[src/rtl/uart_pkg.sv]
// Shared state encoding, parity-mode constants and the parity helper for the UART transmitter.
package uart_pkg;

    typedef enum logic [2:0] {
        IDLE   = 3'd0,
        START  = 3'd1,
        DATA   = 3'd2,
        PARITY = 3'd3,
        STOP   = 3'd4
    } uart_tx_state_e;

    localparam logic PAR_MODE_EVEN = 1'b0;
    localparam logic PAR_MODE_ODD  = 1'b1;
    localparam int   MAX_DATA_BITS = 9;

    function automatic logic calc_parity(input logic [MAX_DATA_BITS-1:0] data,
                                         input logic                     mode);
        return (^data) ^ (mode == PAR_MODE_ODD);
    endfunction

endpackage

[src/rtl/uart_baud_gen.sv]
// Bit-period counter: tick marks the last clk cycle of every DIV-cycle bit slot.
module uart_baud_gen #(
    parameter int DIV = 10
) (
    input  logic clk,
    input  logic rst_n,
    input  logic clr,
    output logic tick
);

    localparam int            CW   = (DIV > 1) ? $clog2(DIV) : 1;
    localparam logic [CW-1:0] LAST = CW'(DIV - 1);
    localparam logic [CW-1:0] ONE  = CW'(1);

    logic [CW-1:0] cnt_r;

    // Counter restarts from zero when a word is accepted so the start bit gets a full slot
    always_ff @(posedge clk or negedge rst_n) begin
        if (!rst_n) begin
            cnt_r <= {CW{1'b0}};
        end else if (clr) begin
            cnt_r <= {CW{1'b0}};
        end else if (cnt_r == LAST) begin
            cnt_r <= {CW{1'b0}};
        end else begin
            cnt_r <= cnt_r + ONE;
        end
    end

    assign tick = (cnt_r == LAST);

endmodule

[src/rtl/uart_tx_stream.sv]
// Valid/ready fed UART transmitter with registered tx/s_ready/busy.
// Define UART_TX_PARITY_EN to insert a parity bit between data and stop bits.
module uart_tx_stream
    import uart_pkg::*;
#(
    parameter int CLK_FREQ_HZ = 50_000_000,
    parameter int BAUD        = 115_200,
    parameter int DATA_BITS   = 8,
    parameter int STOP_BITS   = 1,
    parameter int PARITY_ODD  = 0
) (
    input  logic                 clk,
    input  logic                 rst_n,
    input  logic [DATA_BITS-1:0] s_data,
    input  logic                 s_valid,
    output logic                 s_ready,
    output logic                 tx,
    output logic                 busy
);

    localparam int             DIV       = CLK_FREQ_HZ / BAUD;
    localparam int             BCW       = 4;
    localparam logic [BCW-1:0] LAST_DATA = BCW'(DATA_BITS - 1);
    localparam logic [BCW-1:0] LAST_STOP = BCW'(STOP_BITS - 1);
    localparam logic [BCW-1:0] BCNT_ONE  = BCW'(1);

    if (DIV < 2) begin : g_div_check
        $error("uart_tx_stream: CLK_FREQ_HZ/BAUD must be at least 2");
    end
    if (DATA_BITS < 5 || DATA_BITS > MAX_DATA_BITS) begin : g_data_check
        $error("uart_tx_stream: DATA_BITS must be 5..9");
    end
    if (STOP_BITS < 1 || STOP_BITS > 2) begin : g_stop_check
        $error("uart_tx_stream: STOP_BITS must be 1 or 2");
    end
    if (PARITY_ODD < 0 || PARITY_ODD > 1) begin : g_par_check
        $error("uart_tx_stream: PARITY_ODD must be 0 or 1");
    end

    uart_tx_state_e       state_r, state_next_s;
    logic [DATA_BITS-1:0] shift_r, shift_next_s;
    logic [BCW-1:0]       bit_cnt_r, bit_cnt_next_s;
    logic                 tx_r, tx_next_s;
    logic                 ready_r, ready_next_s;
    logic                 busy_r, busy_next_s;
    logic                 tick_s;
    logic                 accept_s;
    logic                 last_data_s;
    logic                 last_stop_s;

    assign accept_s    = s_valid && ready_r && (state_r == IDLE);
    assign last_data_s = (bit_cnt_r == LAST_DATA);
    assign last_stop_s = (bit_cnt_r == LAST_STOP);

    uart_baud_gen #(
        .DIV (DIV)
    ) u_baud (
        .clk   (clk),
        .rst_n (rst_n),
        .clr   (accept_s),
        .tick  (tick_s)
    );

`ifdef UART_TX_PARITY_EN
    logic parity_r;

    // Parity is fixed at acceptance so it never depends on the shifting data
    always_ff @(posedge clk or negedge rst_n) begin
        if (!rst_n) begin
            parity_r <= 1'b0;
        end else if (accept_s) begin
            parity_r <= calc_parity(MAX_DATA_BITS'(s_data),
                                    (PARITY_ODD != 0) ? PAR_MODE_ODD : PAR_MODE_EVEN);
        end else begin
            parity_r <= parity_r;
        end
    end
`endif

    // FSM state register
    always_ff @(posedge clk or negedge rst_n) begin
        if (!rst_n) begin
            state_r <= IDLE;
        end else begin
            state_r <= state_next_s;
        end
    end

    // FSM next-state logic: every non-idle state advances only on a bit tick
    always_comb begin
        state_next_s = state_r;
        case (state_r)
            IDLE: begin
                if (accept_s) state_next_s = START;
                else          state_next_s = IDLE;
            end
            START: begin
                if (tick_s) state_next_s = DATA;
                else        state_next_s = START;
            end
            DATA: begin
                if (tick_s && last_data_s) begin
`ifdef UART_TX_PARITY_EN
                    state_next_s = PARITY;
`else
                    state_next_s = STOP;
`endif
                end else begin
                    state_next_s = DATA;
                end
            end
`ifdef UART_TX_PARITY_EN
            PARITY: begin
                if (tick_s) state_next_s = STOP;
                else        state_next_s = PARITY;
            end
`endif
            STOP: begin
                if (tick_s && last_stop_s) state_next_s = IDLE;
                else                       state_next_s = STOP;
            end
            default: state_next_s = IDLE;
        endcase
    end

    // Shift register and data/stop bit counter next values
    always_comb begin
        shift_next_s   = shift_r;
        bit_cnt_next_s = bit_cnt_r;
        if (accept_s) begin
            shift_next_s   = s_data;
            bit_cnt_next_s = {BCW{1'b0}};
        end else if (tick_s && (state_r == DATA)) begin
            shift_next_s   = {1'b0, shift_r[DATA_BITS-1:1]};
            bit_cnt_next_s = last_data_s ? {BCW{1'b0}} : (bit_cnt_r + BCNT_ONE);
        end else if (tick_s && (state_r == STOP)) begin
            bit_cnt_next_s = last_stop_s ? {BCW{1'b0}} : (bit_cnt_r + BCNT_ONE);
        end else begin
            shift_next_s   = shift_r;
            bit_cnt_next_s = bit_cnt_r;
        end
    end

    // FSM output logic, decoded from the upcoming state so outputs can be registered
    always_comb begin
        tx_next_s    = 1'b1;
        ready_next_s = 1'b0;
        busy_next_s  = 1'b1;
        case (state_next_s)
            IDLE: begin
                tx_next_s    = 1'b1;
                ready_next_s = 1'b1;
                busy_next_s  = 1'b0;
            end
            START:  tx_next_s = 1'b0;
            DATA:   tx_next_s = shift_next_s[0];
`ifdef UART_TX_PARITY_EN
            PARITY: tx_next_s = parity_r;
`endif
            STOP:   tx_next_s = 1'b1;
            default: begin
                tx_next_s    = 1'b1;
                ready_next_s = 1'b0;
                busy_next_s  = 1'b0;
            end
        endcase
    end

    // Datapath and output registers; reset parks the line at mark with s_ready low
    always_ff @(posedge clk or negedge rst_n) begin
        if (!rst_n) begin
            shift_r   <= {DATA_BITS{1'b0}};
            bit_cnt_r <= {BCW{1'b0}};
            tx_r      <= 1'b1;
            ready_r   <= 1'b0;
            busy_r    <= 1'b0;
        end else begin
            shift_r   <= shift_next_s;
            bit_cnt_r <= bit_cnt_next_s;
            tx_r      <= tx_next_s;
            ready_r   <= ready_next_s;
            busy_r    <= busy_next_s;
        end
    end

    assign tx      = tx_r;
    assign s_ready = ready_r;
    assign busy    = busy_r;

endmodule

[config.mk]
export PLATFORM = sky130hd
export DESIGN_NAME = uart_tx_stream
export DESIGN_NICKNAME = d
export VERILOG_FILES = /design/src/rtl/uart_pkg.sv /design/src/rtl/uart_baud_gen.sv /design/src/rtl/uart_tx_stream.sv
export SDC_FILE = /design/constraint.sdc
export NUM_CORES = 1
export LEC_CHECK = 0
export CAP_MARGIN = 25
export CORE_MARGIN = 2
export CORE_UTILIZATION = 35
export CTS_CLUSTER_SIZE = 28
export DETAILED_ROUTE_END_ITERATION = 16
export PLACE_DENSITY_LB_ADDON = 0.1
export REMOVE_ABC_BUFFERS = 1
export SYNTH_ARGS = -nofsm -noshare
export SYNTH_HDL_FRONTEND = slang
export SYNTH_SLANG_ARGS = --single-unit
[constraint.sdc]
create_clock -name clk -period 2.15 [get_ports clk]
set_input_delay 0.645 -clock clk [delete_from_list [all_inputs] [get_ports clk]]
set_output_delay 0.645 -clock clk [all_outputs]
set_load 0.02 [all_outputs]
==> metrics, run 1 <==
Starting Density=between 30 and 40%; post-synth cell types=40; via count=967; Crit-path slowest cell=clkdlybuf4s50_1; Nets=160; switching share of power=19.5%; CTS max path bufs=2; internal power=0.657 mW; # IOs=14; DRC=0; Achievable Freq=495 MHz; status=complete, no violations; area fraction of the dominant cell type after synthesis=between 40 and 50%; PwrDens=513 nW/um^2; Post-DRT Antenna Nets=0; HP Class=register to register; final hold slack=0.489 ns; Post-Route Utilization=43.8%; Post-synth EDFFs=0; Port Buffers=13; WHS Path Cells=1; Clk pwr share=34.2%; DIE HEIGHT=65.4 um; DR pass1 iterations=4; GRT Total Usage=13.1%; post-synth top area cell=dfrtp_1; Detailed Route WL=2.47 mm; Skew-Pair Late Insertion Delay=0.26 ns; FF+latch area=approximately 680 um^2; RSZ-0062 raised after global routing=no; P_sw=0.159 mW; CTS tree=built; sequence of cells on the critical path=clkdlybuf4s50_1; Fill cells=360; mapped cell area=1320 um^2; crit-path max FO=1; Mean Syn Cell Area=between 10 and 15 um^2; critical path arrival=around 1.4 ns; total number of H-tree levels=1; Slew Limit Fails=0; Startpoint Class=register; Req. time, crit path=1.50 ns; DP Wirelength=1.81 mm; core area=3630 um^2; minimum clock period=2.02 ns; initial drt markers=32; number of max-cap violations=0; WL/cell=12.8 um; cells after synthesis=123; maximum VDD drop=~0.27 mV; share of layout cells above drive strength 1=10.4%; die span in x=between 60 and 70 um; static leakage=0.744 nW; reg2reg path depth=4; CTS sink count=27; Reg clk slew, reported paths=~0.09 ns; period utilisation layout=a little over nine tenths; # hold bufs at CTS=0; grt met1 use=18.0%; post-CTS setup-driven buffer insertion count=0; Finish-stage setup viols=0; Ant. Diodes=0; commonest register cell after synthesis=dfrtp_1; R2R setup slack=0.26 ns; most used routing layer=met2; sequential share of the synthesized area=51.2%; Site Rows=22; vias in the first global route=roughly 1000; top post-synthesis cells by area=dfrtp_1, a22o_1, ha_1, nor2_1, a21o_1; Area Overhead vs Synth=20.5%; largest net degree at the start of global routing=28; GRT met3 Usage=2.05%; Reg2Reg Capture Point=bit_cnt_r[0]; Die Footprint=4280 um^2; YS warnings=0; Crit Path Class=register to output port; part of the power in registers=62.1%; final hold violation count=0; CP delay by family, top=buffers and inverters; CP Buf/Inv Count=1; post-route non-filler standard cell count=192; Hold EP=shift_r[4]; first-pass GRT wire length=4.35 mm; Slowest Stage Delay on Critical Path=between 0.5 and 0.6 ns; global route overflow=0; Slew @ Worst Pin=between 0.4 and 0.5 ns; multi-input logic area=approximately 600 um^2; Synth Register Bits=27; most common cell in the netlist=dfrtp_1; post-layout total power=0.816 mW; CP startpoint=tx; CTS resizes=0; R2R Path Start=u_baud.cnt_r[2]; vias per inst=5.04; met2 Usage GRT=between 20 and 25%; initial antenna violation count=0; placed insts=188; slew margin rel.=72.2%; Synth top cells by count=dfrtp_1, nor2_1, nand2_1; Worst Skew=around 0.0018 ns; Final Wtd Congestion=about 0.84; CTS Buf Count=3; CP Capture Type=output port; HP Start=shift_r[4]; Clock Tree Root=clkbuf_8; async set-reset flop share out of synthesis=100%; Comb pwr share=3.6%
==> per-layer routing <==
layer	vias up	wire length (um)	share of wire, %
met3	2	58	2.4
met4	0	20	0.81
met5	-	0	0
met2	9	1150	46
met1	468	1240	50
li1	488	-	-
==> power groups by stage <==
stage	combinational (mW)	sequential (mW)	clock, mW
after floorplan	0.000428	0.518	0
after global placement	0.0306	0.517	0
after detailed placement	0.0308	0.517	0
after CTS	0.0309	0.507	0.293
after global routing	0.0329	0.508	0.316
final	0.0297	0.507	0.279
==> final cells by class <==
| class | count | area share [%] |
|---|---|---|
| inverter | 5 | 1.18 |
| sequential | 27 | 42.5 |
| tap | 48 | 3.77 |
| clock buffer | 4 | 2.83 |
| timing repair buffer | 19 | 11.0 |
| multi-input combinational | 89 | 38.7 |
==> flip-flops by register name (all words and copies together) (netlist names) <==
name	cells
bit_cnt_r	4
busy	1
s_ready	1
shift_r	8
state_r	3
tx	1
u_baud.cnt_r	9
==> cell usage in the layout (no fill, tap or decap), types with 2 or more instances in the layout <==
cell type | synthesis | layout
a21o_1 | 6 | 6
a22o_1 | 6 | 6
buf_4 | 0 | 6
clkbuf_8 | 0 | 3
clkdlybuf4s50_1 | 0 | 13
dfrtp_1 | 26 | 26
ha_1 | 4 | 4
inv_1 | 5 | 5
nand2_1 | 10 | 10
nand3_1 | 5 | 5
nor2_1 | 13 | 13
nor3_1 | 4 | 4
o21ai_1 | 2 | 2
o22ai_1 | 4 | 4
or3_1 | 3 | 3
or3b_1 | 2 | 2
xnor2_1 | 5 | 5
xor2_1 | 2 | 2
==> per-stage QoR <==
stage          TNS [ns]  instance area, um^2  setup WS [ns]
6_report              0                 1590          0.129
5_1_grt               0                 1590         0.0329
4_1_cts               0                 1590          0.116
3_5_place_dp     -0.740                 1550         -0.123
3_3_place_gp     -0.596                 1550         -0.102
2_1_floorplan         0                 1310          0.216
==> worst max-delay path by stage <==
stage	end	slack, ns	cells past startpoint
after floorplan	shift_r[1]	0.22	4
after global placement	shift_r[6]	-0.10	6
after detailed placement	shift_r[6]	-0.12	6
after CTS	tx	0.12	1
after global routing	shift_r[4]	0.03	6
final	tx	0.13	1
==> logic make-up (layout without fill, tap and decap cells) <==
family	Yosys count	in the layout	share of synthesized area, %
compound gates	26	26	14.7
xor+xnor	7	7	4.64
fa+ha+maj	4	4	3.79
buf+inv	7	28	2.18
flops	27	27	51.2
mux	1	1	0.758
simple gates	51	51	22.7
(Power assumes the default switching activity.)
==> run 2: changes to the inputs <==
--- a/config.mk
+++ b/config.mk
@@ -5,7 +5,9 @@
 export SDC_FILE = /design/constraint.sdc
 export NUM_CORES = 1
 export LEC_CHECK = 0
+export ABC_CLOCK_PERIOD_IN_PS = 2150
 export CAP_MARGIN = 25
+export CORE_ASPECT_RATIO = 0.9
 export CORE_MARGIN = 2
 export CORE_UTILIZATION = 35
 export CTS_CLUSTER_SIZE = 28
==> metrics, run 2 (synthesis results as in run 1) <==
CTS Buf Count=3 (unchanged); total number of H-tree levels=1 (unchanged); Achievable Freq=497 MHz (was 495 MHz); Top reg by flops=u_baud.cnt_r (unchanged); Finish-stage setup viols=0 (unchanged); Slew @ Worst Pin=0.423 ns (was 0.415 ns); PwrDens=511 nW/um^2 (was 513 nW/um^2); Ant. Diodes=0 (unchanged); CTS tree=built (unchanged); die span in x=68.8 um (was 65.4 um); final hold violation count=0 (unchanged); Nets=160 (unchanged); DIE HEIGHT=62.3 um (was 65.4 um); Startpoint Class=register (unchanged); core area=3680 um^2 (was 3630 um^2); Clock Tree Root=clkbuf_8 (unchanged); CTS max path bufs=2 (unchanged); vias per inst=5.34 (was 5.04); Area Overhead vs Synth=21.2% (was 20.5%); reg2reg path depth=4 (unchanged); max reg flops=9 (unchanged); DR pass1 iterations=4 (unchanged); CP Buf/Inv Count=1 (unchanged); TNS Setup=0 ns (unchanged); first-pass GRT wire length=4.67 mm (was 4.35 mm); static leakage=0.748 nW (was 0.744 nW); minimum clock period=2.01 ns (was 2.02 ns); post-CTS setup-driven buffer insertion count=0 (unchanged); maximum VDD drop=0.165 mV (was 0.273 mV); Req. time, crit path=1.50 ns (about the same); critical path arrival=1.37 ns (was 1.38 ns); via count=1014 (was 967); most common cell after layout, fill and taps aside=dfrtp_1 (unchanged); share of layout cells above drive strength 1=10.4% (unchanged); sequence of cells on the critical path=clkdlybuf4s50_1 (unchanged); GRT Total Usage=14.2% (was 13.1%); Post-DRT Antenna Nets=0 (unchanged); CTS sink count=27 (unchanged); CP Capture Type=output port (unchanged); vias in the first global route=1009 (was 996); post-layout total power=0.819 mW (was 0.816 mW); Port Buffers=13 (unchanged); Starting Density=35.9% (was 36.4%); HP Class=register to register (unchanged); WL/cell=13.6 um (was 12.8 um); Reg clk slew, reported paths=0.09 ns (about the same); Crit-path slowest cell=clkdlybuf4s50_1 (unchanged); Crit path depth=1 (unchanged); initial antenna violation count=0 (unchanged); global route overflow=0 (unchanged); Site Rows=21 (was 22); Slew Limit Fails=0 (unchanged); dpl ws=-0.0689 ns (was -0.123 ns); WHS Path Cells=1 (unchanged); largest net degree at the start of global routing=21 (was 28); period utilisation layout=93.7% (was 94.0%); status=complete, no violations (unchanged); crit-path max FO=1 (unchanged); RSZ-0062 raised after global routing=no (unchanged); initial drt markers=63 (was 32); CP delay by family, top=buffers and inverters (unchanged); top flop regs=u_baud.cnt_r: 9 flops, shift_r: 8 flops, bit_cnt_r: 4 flops (unchanged); setup ws final=0.136 ns (was 0.129 ns); most frequent cells in the layout=dfrtp_1, nor2_1, clkdlybuf4s50_1, nand2_1 (unchanged); CTS resizes=0 (unchanged); Worst Skew=0.00439 ns (was 0.00178 ns); # hold bufs at CTS=0 (unchanged); Die Footprint=4280 um^2 (about the same); slew margin rel.=71.7% (was 72.2%); Crit Path Class=register to output port (unchanged); Skew-Pair Late Insertion Delay=0.26 ns (about the same); DP Wirelength=1.93 mm (was 1.81 mm); Final Wtd Congestion=0.830 (was 0.837); Slowest Stage Delay on Critical Path=0.59 ns (about the same); # IOs=14 (unchanged); Detailed Route WL=2.59 mm (was 2.47 mm); DRC=0 (unchanged); number of max-cap violations=0 (unchanged)
[run 2: changes by cell type in the layout (fill, tap and decap cells not counted)]
cell | before | now
buf_12 | 0 | 1
buf_4 | 6 | 5
[run 2: final timing paths]
| path | startpoint | endpoint | slack [ns] |
|---|---|---|---|
| min reg2reg | u_baud.cnt_r[0] | u_baud.cnt_r[0] | 0.48 |
| min | u_baud.cnt_r[0] | u_baud.cnt_r[0] | 0.48 |
| min in group asynchronous | rst_n | u_baud.cnt_r[8] | 0.68 |
| max | tx | tx | 0.14 |
| max reg2reg | u_baud.cnt_r[2] | bit_cnt_r[3] | 0.27 |
| max in group asynchronous | rst_n | u_baud.cnt_r[1] | 1.03 |
[run 2: routing by layer]
metal,up-vias,global-route usage (%),part of all wire [%]
li1,483,-,-
met2,27,20.8,46
met5,-,0,0
met4,0,4.66,0.73
met3,2,2.72,4.4
met1,502,21.0,49
[run 2: power by group]
group | leakage [nW] | total [mW] | internal [mW] | switching [mW]
Combinational | 0.392 | 0.0328 | 0.0198 | 0.0131
Sequential | 0.333 | 0.507 | 0.507 | 0
Clock | 0.0228 | 0.279 | 0.132 | 0.146
[run 2: area by class of cell]
| class | instances | area, um^2 |
|---|---|---|
| multi-input cells | 89 | 616 |
| repair buffers | 19 | 188 |
| clock buffers | 4 | 45.0 |
| inverters | 5 | 18.8 |
| fillers | 359 | 2080 |
| flip-flops and latches | 27 | 677 |
| well taps | 46 | 57.6 |
[run 2: metrics by stage]
stage | utilization (%) | instance area [um^2] | hold WS, ns | cells
finish | 43.5 | 1600 | 0.484 | 190
detailed placement | 42.3 | 1560 | 0.470 | 186
CTS | 43.5 | 1600 | 0.487 | 190
global route | 43.5 | 1600 | 0.519 | 190
global placement | 42.3 | 1560 | 0.460 | 186
floorplan | - | 1310 | 0.349 | 121
==> run 3: changes to the inputs <==
--- a/config.mk
+++ b/config.mk
@@ -5,7 +5,7 @@
 export SDC_FILE = /design/constraint.sdc
 export NUM_CORES = 1
 export LEC_CHECK = 0
-export ABC_CLOCK_PERIOD_IN_PS = 2150
+export ABC_CLOCK_PERIOD_IN_PS = 2300
 export CAP_MARGIN = 25
 export CORE_ASPECT_RATIO = 0.9
 export CORE_MARGIN = 2
==> constraint.sdc (replaced) <==
create_clock -name clk -period 2.3 [get_ports clk]
set_input_delay 0.69 -clock clk [delete_from_list [all_inputs] [get_ports clk]]
set_output_delay 0.69 -clock clk [all_outputs]
set_load 0.02 [all_outputs]
==> metrics, run 3 (synthesis results as in run 1) <==
internal power=0.617 mW (was 0.660 mW); Reg clk slew, reported paths=0.09 ns (about the same); Clock Tree Root=clkbuf_8 (unchanged); Port Buffers=13 (unchanged); Crit-path slowest cell=clkdlybuf4s50_1 (unchanged); crit-path max FO=1 (unchanged); DP Wirelength=1.84 mm (was 1.93 mm); Top reg by flops=u_baud.cnt_r (unchanged); final hold violation count=0 (unchanged); critical path arrival=1.38 ns (was 1.37 ns); vias in the first global route=993 (was 1009); most common cell after layout, fill and taps aside=dfrtp_1 (unchanged); Die Footprint=4280 um^2 (unchanged); # hold bufs at CTS=0 (unchanged); maximum VDD drop=0.203 mV (was 0.165 mV); Finish-stage setup viols=0 (unchanged); share of layout cells above drive strength 1=9.79% (was 10.4%); post-layout total power=0.774 mW (was 0.819 mW); CP delay by family, top=buffers and inverters (unchanged); initial drt markers=80 (was 63); setup ws final=0.231 ns (was 0.136 ns); vias per inst=5.23 (was 5.34); largest net degree at the start of global routing=28 (was 21); TNS Setup=0 ns (unchanged); Site Rows=21 (unchanged); DIE HEIGHT=62.3 um (unchanged); Clk pwr share=34.7% (was 34.0%); FF+latch area=677 um^2 (unchanged); CP Buf/Inv Count=1 (unchanged); Ant. Diodes=0 (unchanged); number of max-cap violations=0 (unchanged); max reg flops=9 (unchanged); multi-input logic area=616 um^2 (unchanged); die span in x=68.8 um (unchanged); Worst Skew=0.00103 ns (was 0.00439 ns); Req. time, crit path=1.61 ns (was 1.50 ns); total number of H-tree levels=1 (unchanged); # IOs=14 (unchanged); P_sw=0.157 mW (was 0.159 mW); top flop regs=u_baud.cnt_r: 9 flops, shift_r: 8 flops, bit_cnt_r: 4 flops (unchanged); Final Cell Area=1590 um^2 (was 1600 um^2); via count=989 (was 1014); Crit Path Class=register to output port (unchanged); slew margin rel.=72.2% (was 71.7%); Comb pwr share=4.0% (about the same); minimum clock period=2.07 ns; Final Wtd Congestion=0.800 (was 0.830); post-CTS setup-driven buffer insertion count=0 (unchanged); initial antenna violation count=0 (unchanged); period utilisation layout=90.0%; Startpoint Class=register (unchanged); Post-Route Utilization=43.3% (was 43.5%); CP Capture Type=output port (unchanged); Area Overhead vs Synth=20.6% (was 21.2%); WL/cell=13.3 um (was 13.6 um); HP Class=register to register (unchanged); CTS tree=built (unchanged); Slowest Stage Delay on Critical Path=0.59 ns (about the same); Fill cells=368 (was 359); CTS Buf Count=3 (unchanged); part of the power in registers=61.3% (was 62.0%); Cell Area, Placed=1550 um^2 (was 1560 um^2); status=complete, no violations (unchanged); switching share of power=20.3% (was 19.5%); core area=3680 um^2 (unchanged); sequence of cells on the critical path=clkdlybuf4s50_1 (unchanged); Slew Limit Fails=0 (unchanged); Nets=159 (was 160); Slew @ Worst Pin=0.416 ns (was 0.423 ns); DR pass1 iterations=4 (unchanged); CTS max path bufs=2 (unchanged); Detailed Route WL=2.51 mm (was 2.59 mm); RSZ-0062 raised after global routing=no (unchanged); static leakage=0.743 nW (was 0.748 nW); CTS resizes=0 (unchanged); most frequent cells in the layout=dfrtp_1, nor2_1, clkdlybuf4s50_1, nand2_1 (unchanged); GRT Total Usage=13.5% (was 14.2%); global route overflow=0 (unchanged); CTS sink count=27 (unchanged); DRC=0 (unchanged); dpl ws=0.0107 ns (was -0.0689 ns); first-pass GRT wire length=4.45 mm (was 4.67 mm); Achievable Freq=483 MHz; Starting Density=35.9% (unchanged); Skew-Pair Late Insertion Delay=0.27 ns (was 0.26 ns); Post-DRT Antenna Nets=0 (unchanged); PwrDens=485 nW/um^2 (was 511 nW/um^2)
-- run 3: area by class of cell --
class	instances	area share, %
clock buffers	4	2.83
inverters	5	1.18
multi-input cells	89	38.6
flip-flops and latches	27	42.5
well taps	46	3.61
repair buffers	18	11.3
-- run 3: path summary, 6_finish.rpt --
path	start	endpoint	slack, ns	cells past startpoint
min in group asynchronous	rst_n	busy	0.76	2
worst min-delay path	shift_r[2]	shift_r[2]	0.49	1
worst max-delay path	tx	tx	0.23	1
worst min register to register	shift_r[2]	shift_r[2]	0.49	1
worst max register to register	u_baud.cnt_r[2]	bit_cnt_r[3]	0.43	4
max in group asynchronous	rst_n	tx	1.31	2
-- run 3: power by group through the flow --
| stage | combinational [mW] | sequential [mW] | clock, mW |
|---|---|---|---|
| 2_1_floorplan | 0.000400 | 0.484 | 0 |
| 5_1_grt | 0.0342 | 0.474 | 0.301 |
| 3_3_place_gp | 0.0315 | 0.484 | 0 |
| 6_report | 0.0306 | 0.474 | 0.269 |
| 3_5_place_dp | 0.0320 | 0.484 | 0 |
| 4_1_cts | 0.0320 | 0.474 | 0.277 |
-- run 3: per-layer routing --
metal  vias up  track usage (%)  wire length [um]
li1        483                -                 -
met1       489             19.1              1280
met2        15             20.3              1110
met3         2             3.08                98
met4         0             4.41                18
met5         -                0                 0
-- run 3: metrics by stage --
stage / std cells / hold WS (ns)
2_1_floorplan: 121 / 0.394
3_3_place_gp: 185 / 0.459
3_5_place_dp: 185 / 0.466
4_1_cts: 189 / 0.488
5_1_grt: 189 / 0.515
6_report: 189 / 0.486
